<file path="src/rtl/game_pkg.sv">
// Shared types and constants for the game controller: state codes, widths,
// and the Moore decode of the control outputs.
package game_pkg;

  localparam int STATE_W = 6;
  localparam int LIVES_W = 4;

  typedef enum logic [STATE_W-1:0] {
    PRE_GAME       = 6'd0,
    PRE_GAME_WAIT  = 6'd1,
    DRAW           = 6'd2,
    DRAW_WAIT      = 6'd3,
    GAME           = 6'd4,
    GAME_WAIT      = 6'd5,
    GAME_OVER      = 6'd6,
    GAME_OVER_WAIT = 6'd7,
    RESPAWN        = 6'd8,
    PAUSED         = 6'd9
  } state_e;

  typedef struct packed {
    logic reset_co;
    logic move_ball;
    logic rd_ld;
    logic reset_movement;
  } ctrl_t;

  function automatic ctrl_t decode_ctrl(input state_e s);
    ctrl_t c;
    c = 4'b0000;
    case (s)
      PRE_GAME, PRE_GAME_WAIT, GAME_OVER, GAME_OVER_WAIT: c = 4'b0000;
      DRAW, DRAW_WAIT, RESPAWN:                           c = 4'b1010;
      GAME, GAME_WAIT:                                    c = 4'b1111;
      PAUSED:                                             c = 4'b1011;
      default:                                            c = 4'b0000;
    endcase
    return c;
  endfunction

endpackage

</file>
<file path="src/rtl/game_fsm_debounce.sv">
// Key debouncer: accepted level follows the raw key only after it has
// differed for DEBOUNCE consecutive cycles; rise marks the 0->1 acceptance.
module key_debounce #(
  parameter int DEBOUNCE = 4
) (
  input  logic clk,
  input  logic reset,
  input  logic key,
  output logic level,
  output logic rise
);

  localparam logic [7:0] LAST = 8'(DEBOUNCE - 1);

  logic [7:0] cnt_r;
  logic       level_r;
  logic       rise_r;

  // Stability counter, accepted level and one-cycle rise flag
  always_ff @(posedge clk) begin
    if (reset) begin
      cnt_r   <= 8'd0;
      level_r <= 1'b0;
      rise_r  <= 1'b0;
    end else if (key != level_r) begin
      if (cnt_r == LAST) begin
        cnt_r   <= 8'd0;
        level_r <= key;
        rise_r  <= key;
      end else begin
        cnt_r   <= cnt_r + 8'd1;
        rise_r  <= 1'b0;
      end
    end else begin
      cnt_r  <= 8'd0;
      rise_r <= 1'b0;
    end
  end

  assign level = level_r;
  assign rise  = rise_r;

endmodule

</file>
<file path="src/rtl/game_fsm.sv">
// Game phase controller with debounced keys, lives and respawn timing.
// Define GAME_FSM_PAUSE_EN to enable the pause key and the PAUSED state.
module game_fsm
  import game_pkg::*;
#(
  parameter int LIVES          = 3,
  parameter int DEBOUNCE       = 4,
  parameter int RESPAWN_CYCLES = 8
) (
  input  logic               clk,
  input  logic               reset,
  input  logic               go,
  input  logic               pause_key,
  input  logic               miss,
  output logic               reset_co,
  output logic               move_ball,
  output logic               rd_ld,
  output logic               reset_movement,
  output logic [LIVES_W-1:0] lives,
  output logic               game_over,
  output logic [STATE_W-1:0] state
);

  localparam logic [LIVES_W-1:0] LIVES_INIT = LIVES_W'(LIVES);
  localparam logic [15:0]        RESP_LAST  = 16'(RESPAWN_CYCLES - 1);

  state_e             state_r, state_nxt_s;
  logic [LIVES_W-1:0] lives_r, lives_nxt_s;
  logic [15:0]        resp_cnt_r, resp_cnt_nxt_s;
  ctrl_t              ctrl_r;
  logic               game_over_r;
  logic               go_level_s, go_rise_s, pause_rise_s;

  key_debounce #(.DEBOUNCE(DEBOUNCE)) u_go_db (
    .clk   (clk),
    .reset (reset),
    .key   (go),
    .level (go_level_s),
    .rise  (go_rise_s)
  );

`ifdef GAME_FSM_PAUSE_EN
  logic pause_level_unused_s;
  key_debounce #(.DEBOUNCE(DEBOUNCE)) u_pause_db (
    .clk   (clk),
    .reset (reset),
    .key   (pause_key),
    .level (pause_level_unused_s),
    .rise  (pause_rise_s)
  );
`else
  logic pause_unused_s;
  assign pause_unused_s = pause_key;
  assign pause_rise_s   = 1'b0;
`endif

  // Next state, lives and respawn count; miss outranks key presses in GAME
  always_comb begin
    state_nxt_s    = state_r;
    lives_nxt_s    = lives_r;
    resp_cnt_nxt_s = 16'd0;
    case (state_r)
      PRE_GAME:       if (go_rise_s) state_nxt_s = PRE_GAME_WAIT; else state_nxt_s = PRE_GAME;
      PRE_GAME_WAIT:  if (!go_level_s) state_nxt_s = DRAW; else state_nxt_s = PRE_GAME_WAIT;
      DRAW: begin
        if (go_rise_s) begin
          state_nxt_s = DRAW_WAIT;
          lives_nxt_s = LIVES_INIT;
        end else begin
          state_nxt_s = DRAW;
        end
      end
      DRAW_WAIT:      if (!go_level_s) state_nxt_s = GAME; else state_nxt_s = DRAW_WAIT;
      GAME: begin
        if (miss) begin
          if (lives_r > 4'd1) begin
            lives_nxt_s = lives_r - 4'd1;
            state_nxt_s = RESPAWN;
          end else begin
            lives_nxt_s = 4'd0;
            state_nxt_s = GAME_OVER;
          end
        end else if (go_rise_s) begin
          state_nxt_s = GAME_WAIT;
        end else if (pause_rise_s) begin
          state_nxt_s = PAUSED;
        end else begin
          state_nxt_s = GAME;
        end
      end
      GAME_WAIT:      if (!go_level_s) state_nxt_s = GAME_OVER; else state_nxt_s = GAME_WAIT;
      GAME_OVER:      if (go_rise_s) state_nxt_s = GAME_OVER_WAIT; else state_nxt_s = GAME_OVER;
      GAME_OVER_WAIT: if (!go_level_s) state_nxt_s = PRE_GAME; else state_nxt_s = GAME_OVER_WAIT;
      RESPAWN: begin
        if (resp_cnt_r == RESP_LAST) begin
          state_nxt_s = GAME;
        end else begin
          state_nxt_s    = RESPAWN;
          resp_cnt_nxt_s = resp_cnt_r + 16'd1;
        end
      end
      PAUSED:         if (pause_rise_s) state_nxt_s = GAME; else state_nxt_s = PAUSED;
      default:        state_nxt_s = PRE_GAME;
    endcase
  end

  // State, lives, counter and outputs registered together from the next state
  always_ff @(posedge clk) begin
    if (reset) begin
      state_r     <= PRE_GAME;
      lives_r     <= 4'd0;
      resp_cnt_r  <= 16'd0;
      ctrl_r      <= 4'b0000;
      game_over_r <= 1'b0;
    end else begin
      state_r     <= state_nxt_s;
      lives_r     <= lives_nxt_s;
      resp_cnt_r  <= resp_cnt_nxt_s;
      ctrl_r      <= decode_ctrl(state_nxt_s);
      game_over_r <= (state_nxt_s == GAME_OVER) || (state_nxt_s == GAME_OVER_WAIT);
    end
  end

  assign reset_co       = ctrl_r.reset_co;
  assign move_ball      = ctrl_r.move_ball;
  assign rd_ld          = ctrl_r.rd_ld;
  assign reset_movement = ctrl_r.reset_movement;
  assign lives          = lives_r;
  assign game_over      = game_over_r;
  assign state          = state_r;

endmodule

</file>
<file path="config.mk">
export PLATFORM = sky130hd
export DESIGN_NAME = game_fsm
export DESIGN_NICKNAME = d
export VERILOG_FILES = /design/src/rtl/game_pkg.sv /design/src/rtl/game_fsm_debounce.sv /design/src/rtl/game_fsm.sv
export SDC_FILE = /design/constraint.sdc
export NUM_CORES = 1
export LEC_CHECK = 0
export BUFFER_PORTS_ARGS = -buffer_cell sky130_fd_sc_hd__buf_2
export CAP_MARGIN = 25
export CORE_MARGIN = 5
export CORE_UTILIZATION = 55
export CTS_CLUSTER_SIZE = 30
export DETAILED_ROUTE_END_ITERATION = 7
export PLACE_DENSITY_LB_ADDON = 0.05
export SLEW_MARGIN = 20
export SYNTH_ARGS = -nofsm -noshare
export SYNTH_HDL_FRONTEND = slang
export SYNTH_SLANG_ARGS = --single-unit
</file>
<file path="constraint.sdc">
create_clock -name clk -period 3.3 [get_ports clk]
set_clock_uncertainty 0.05 [all_clocks]
set_input_delay 0.495 -clock clk [delete_from_list [all_inputs] [get_ports clk]]
set_output_delay 0.495 -clock clk [all_outputs]
set_load 0.01 [all_outputs]
</file>
# ---- Word-level counts from Yosys, hierarchy flattened
# Memory sizes are Yosys's and may differ from the RTL's. A register that Yosys moved wholly into a read port is not among the register bits.
# Index checks and enable logic that the tools add are counted.
dict set report word_totals {
  reg_bits 37
  latchBits 0
  mem_bits_rw 0
  rom_bits 64
  memories 1
}
dict set report op_classes {
  addsub 3
  n_mul 0
  n_div 0
  n_lt_le_gt_ge 1
  n_eq_ne 16
  n_shift 0
  muxes 16
  bitwise_logic 4
  n_reduce_logical 10
}
# name depth word_bits rd rd_clocked_by_memory_dff wr line
set mem_list {}
lappend mem_list {{(name not given)} 16 4 1 1 0 game_pkg.sv:31} ;# case (s)
# operator count
set op_table {}
lappend op_table {{one-hot mux 6 bit (10 select lines)} 1}
lappend op_table {{equality test 6 x 3 -> 1 bit (second input constant)} 6}
lappend op_table {{two-way mux 4 bit} 5}
lappend op_table {{adder 16 x 1 -> 16 bit (second input constant)} 1}
lappend op_table {{equality test 16 x 3 -> 1 bit (second input constant)} 1}
lappend op_table {{equality test 6 x 2 -> 1 bit (second input constant)} 2}
lappend op_table {{equality test 6 x 4 -> 1 bit (second input constant)} 2}
lappend op_table {{OR reduction 3 bit} 3}
lappend op_table {{adder 8 x 1 -> 8 bit (second input constant)} 1}
lappend op_table {{equality test 8 x 2 -> 1 bit (second input constant)} 1}
lappend op_table {{one-hot mux 4 bit (2 select lines)} 1}
lappend op_table {{equality test 6 x 1 -> 1 bit (second input constant)} 1}
lappend op_table {{logical NOT 6 bit} 1}
lappend op_table {{two-way mux 3 bit} 2}
lappend op_table {{two-way mux 6 bit} 1}
lappend op_table {{greater-than comparator 4 x 1 -> 1 bit (second input constant)} 1}
lappend op_table {{two-way mux 1 bit} 4}
lappend op_table {{two-way mux 2 bit} 2}
lappend op_table {{inverter 1 bit} 4}
lappend op_table {{subtractor 4 x 1 -> 4 bit (second input constant)} 1}
lappend op_table {{AND reduction 3 bit} 1}
lappend op_table {{logical NOT 2 bit} 1}
lappend op_table {{inequality test 2 x 1 -> 1 bit (second input constant)} 1}
lappend op_table {{inequality test 2 bit (second input constant)} 1}
lappend op_table {{5 further kinds} 5}

# ---- Depth between registers and ports, before layout
dict set report depth {
  depth_word 7
  depth_mapped 9
  ltp_nobuf 9
}

# ---- Hierarchy
# From an unflattened synthesis, not the netlist that was laid out.
dict set report hier_totals {
  cells_unflattened 206
  area_unflattened_um2 1798.0
}
# mod instances cells_each area_each_um2
set modules_own_cells {}
lappend modules_own_cells {game_fsm 1 158 1377.6}
lappend modules_own_cells {key_debounce 1 48 420.4}

# ---- Worst setup path before layout
# OpenSTA, ideal clock, no wires.
dict set report synth_timing {
  path_kind {register to register}
  start {reg lives_r[0] (netlist: lives[0])}
  end {reg ctrl_r, in the netlist reset_movement}
  setup_ns 0.121
  arrival_ns 1.815
  required_time_ns 3.129
  setup_slack_ns 1.314
  path_stages_with_launch 10
  period_less_slack_ns 1.986
  path_cell_list {dfxtp_1 > inv_1 > ha_1 > or2_2 > nand2_1 > a21o_1 > nand2_1 > ha_1 > nor2b_1 > mux2_2}
}
dict set report synth_via {
  elab_chain_len 4
}
# element line
set synth_lines {}
lappend synth_lines {{start: declaration} game_fsm.sv:28} ;# logic [LIVES_W-1:0] lives_r, lives_nxt_s;
lappend synth_lines {{start signal: assignment} game_fsm.sv:117} ;# lives_r <= lives_nxt_s;
lappend synth_lines {{greater-than comparator 4 x 1 -> 1 bit} game_fsm.sv:76} ;# if (lives_r > 4'd1) begin
lappend synth_lines {{two-way mux 4 bit} game_fsm.sv:76}
lappend synth_lines {{two-way mux 6 bit} game_fsm.sv:75} ;# if (miss) begin
lappend synth_lines {{one-hot mux 6 bit (10 select lines)} game_fsm.sv:62} ;# case (state_r)
lappend synth_lines {{via state_nxt_s[2]} game_fsm.sv:27} ;# state_e state_r, state_nxt_s;
lappend synth_lines {{end signal: assignment} game_fsm.sv:119} ;# ctrl_r <= decode_ctrl(state_nxt_s);
lappend synth_lines {{end: declaration} game_fsm.sv:30} ;# ctrl_t ctrl_r;
# The timed path passes the listed nets, and every way through them passes these cells.
# A chain may end at the register's enable or synchronous reset.

# ---- Final worst setup path
dict set report layout_timing {
  start {reg state_r[2] (netlist: state[2])}
  end {reg ctrl_r, in the netlist reset_movement}
}
dict set report layout_via {
  elab_chain_len 5
}
# element line
set layout_lines {}
lappend layout_lines {{start: declaration} game_fsm.sv:27}
lappend layout_lines {{start signal: assignment} game_fsm.sv:116} ;# state_r <= state_nxt_s;
lappend layout_lines {{equality test 6 x 4 -> 1 bit, or another cell as far along} game_fsm.sv:62}
lappend layout_lines {{one-hot mux 6 bit (10 select lines) *} game_fsm.sv:62}
lappend layout_lines {{logical NOT 2 bit} game_pkg.sv:31}
lappend layout_lines {{inverter 1 bit (no source line)} --}
lappend layout_lines {{OR reduction 2 bit (no source line)} --}
# Mark *: on every way between the ends. The rest lies on a longest branch, timed or not.

==> impl_results.md <==
- Outcome: completed
- Endpoints failing hold: 0
- Most frequent cells in the layout: dfxtp_1, nor2_1, buf_2, xor2_1, nand2_1
- Std-Cell Rows: 20
- Int Power: roughly 0.57 mW
- NumNets Final: ~230
- IO Count: 20
- Final-report setup violation count: 0
- Power share of the clock group: 0.345
- Post-CTS Setup Bufs: 0
- Most common cell after layout, fill and taps aside: dfxtp_1
- Residual DRC count: 0
- Crit Path Category: flop to flop
- GR met3 Demand/Resource: 0.0483
- Syn. warnings: 0
- Unrepaired setup endpoints after global routing: false
- DR vias: ~1400
- DRT Pass-1 Iters: 4
- Setup WS post-layout: 1.06 ns
- Share of layout cells above drive strength 1: 0.143
- Post-route clock period utilization: 0.680
- Die Width: 67.5 um
- Starting Density: 0.587
- Gate power share: 0.018
- Leakage power: ~0.72 nW
- CTS tree: done
- IO Port Bufs: 16
- Global-route wire length before repair: 6.09 mm
- Worst slew margin: 0.503
- Worst path cell trace: nand2_1, nor4_1, a2bb2oi_1, ha_1, nor2b_1, mux2_2
- Pre-CTS setup slack: 0.976 ns
- CTS clk-pin slew, worst paths: approximately 0.11 ns
- DR WL/cell: between 10 and 15 um
- Synth top area cells: dfxtp_1, xor2_1, nor2_1
- Met1 Track Usage GR: 0.226
- Final min period: between 2 and 2.5 ns
- Post-synth top area cell: dfxtp_1
- Post-synthesis sequential area ratio: 0.418
- Sw Ratio: 0.219
- GPL Wtd Cong: ~0.84
- Cells on worst reg2reg path: 6
- Synth Cell Area: 0.00182 mm2
- Sw power: 0.159 mW
- CP required: about 3.5 ns
- Post-DP HPWL: around 2.4 mm
- CTS H-Tree Depth: 2
- P per Cell Area: ~370 mW/mm2
- Die footprint: roughly 0.0046 mm2
- Critical-path top delay cell: nor4_1
- Vias in the first global route: 1399
- Total track usage: 0.172
- CTS-repair resized insts: 0
- DR iter-0 viols: 70
- Worst Setup End Kind: flop
- Peak VDD IR: ~0.27 mV
- Clk sink count: 38
- Max_cap viols: 0
- Core footprint: 0.00310 mm2
- Hold_buf cts: 0
- FILL cells: 277
- Final Max Tran Viols: 0
- GR peak layer: met2
- Crit Path Max Fanout: 11
- Min Hold Slack: 0.383 ns
- Core Util, Final: 0.635
- Seq pwr share: 0.636
- EDFF count, synth: 0
- Critical path launch point type: flop
- WL final: around 3.3 mm
- Max Fclk: roughly 450 MHz
- ANT cells: 0
- Min-delay worst type: input port to flop
- Total power: between 0.7 and 0.8 mW
- Max clock buf depth: 2
- CTS Buf Count: 5
- Yosys top cell area share: 0.418
- Worst skew pair latency: between 0.3 and 0.4 ns
- FF+latch count, synth: 38
- Root Driver: clkbuf_4
- Met2 Usage GRT: 0.271
- Worst path max stage delay: 0.57 ns
- Top_reg_cell synth: dfxtp_1
- Hold depth: 2
- GRT overflow: 0
- Layout Cells excl Fill: 261
- FFs w/ async S/R, synth: 0
- Worst Tran Pin Value: 0.739 ns
- DP Area: between 0.0015 and 0.002 mm2
- Avg Inst Size Synth: approximately 9 um2
- WP data arrival: roughly 2.4 ns
- Unique cell type count in the Yosys netlist: 48
- Largest net degree at the start of global routing: 16
- Vias/cell: 5.42
- Mapped Cells: 201
- Initial antenna violation count: 0
- Placed Instances: around 250
- Die H: between 60 and 70 um
- Area Growth Syn to Fin: 8.18%
- Final instance area: 0.00197 mm2
- Routed Antenna Nets: 0
- TNS Setup: 0 ns
synth_stat cells (all sizes together) (3+ instances only):
cell type / n
or4b: 3
nor4: 4
nand4: 5
inv: 3
xnor2: 5
or4: 4
and2: 5
ha: 6
or3: 5
and3: 5
nand2: 11
buf: 8
a211oi: 3
xor2: 12
nor2: 27
a21oi: 9
o21ai: 5
dfxtp: 38
nand3: 9
worst paths after layout:
kind / start / slack [ns] / to
worst max-delay path: state[2] / 1.06 / reset_movement
worst min-delay path: go / 0.38 / u_go_db.rise
worst max register to register: state[2] / 1.06 / reset_movement
worst min register to register: resp_cnt_r[0] / 0.45 / resp_cnt_r[0]
registers in the layout (all words and copies together), names as in the netlist:
| register | cells |
|---|---|
| move_ball | 1 |
| u_go_db.cnt_r | 8 |
| reset_movement | 1 |
| state | 4 |
| game_over | 1 |
| lives | 4 |
| u_go_db.rise | 1 |
| u_go_db.level | 1 |
| resp_cnt_r | 16 |
| rd_ld | 1 |
worst max-delay path, delay by kind of cell, from the launching register on:
family,cells,cell delay [ns]
fa+ha+maj,1,0.25
compound gates,1,0.27
flops,1,0.52
mux,1,0.27
simple gates,3,0.78
layout make-up:
cell class                 instances  area (um2)  area share
clock inverter                     2        12.5     0.00635
clock buffer                       6        51.3      0.0260
tap                               44        55.1      0.0280
timing repair buffer              16        80.1      0.0407
multi-input combinational        152         998       0.507
inverter                           3        11.3     0.00572
sequential                        38         761       0.386
layer usage:
metal,part of all wire,vias to the layer above
li1,-,744
met1,0.50,645
met2,0.45,22
met3,0.038,4
met4,0.010,0
met5,0,-
power by group through the flow:
| stage | logic (mW) | clock network, mW | registers, mW |
|---|---|---|---|
| after floorplan | 0.0113 | 0 | 0.472 |
| after global placement | 0.0130 | 0 | 0.472 |
| after detailed placement | 0.0135 | 0 | 0.472 |
| after CTS | 0.0136 | 0.260 | 0.462 |
| after global routing | 0.0153 | 0.287 | 0.462 |
| final | 0.0134 | 0.250 | 0.462 |
cells by family after synthesis:
family	synth area share
muxes	0.0172
buffers and inverters	0.0357
and+or+nand+nor	0.298
adders and majority gates	0.0412
xor gates and xnor gates	0.0818
DFF	0.418
other	0.00206
AOI/OAI and AO/OA	0.107
Note: power is estimated with default switching activity, not from simulation.
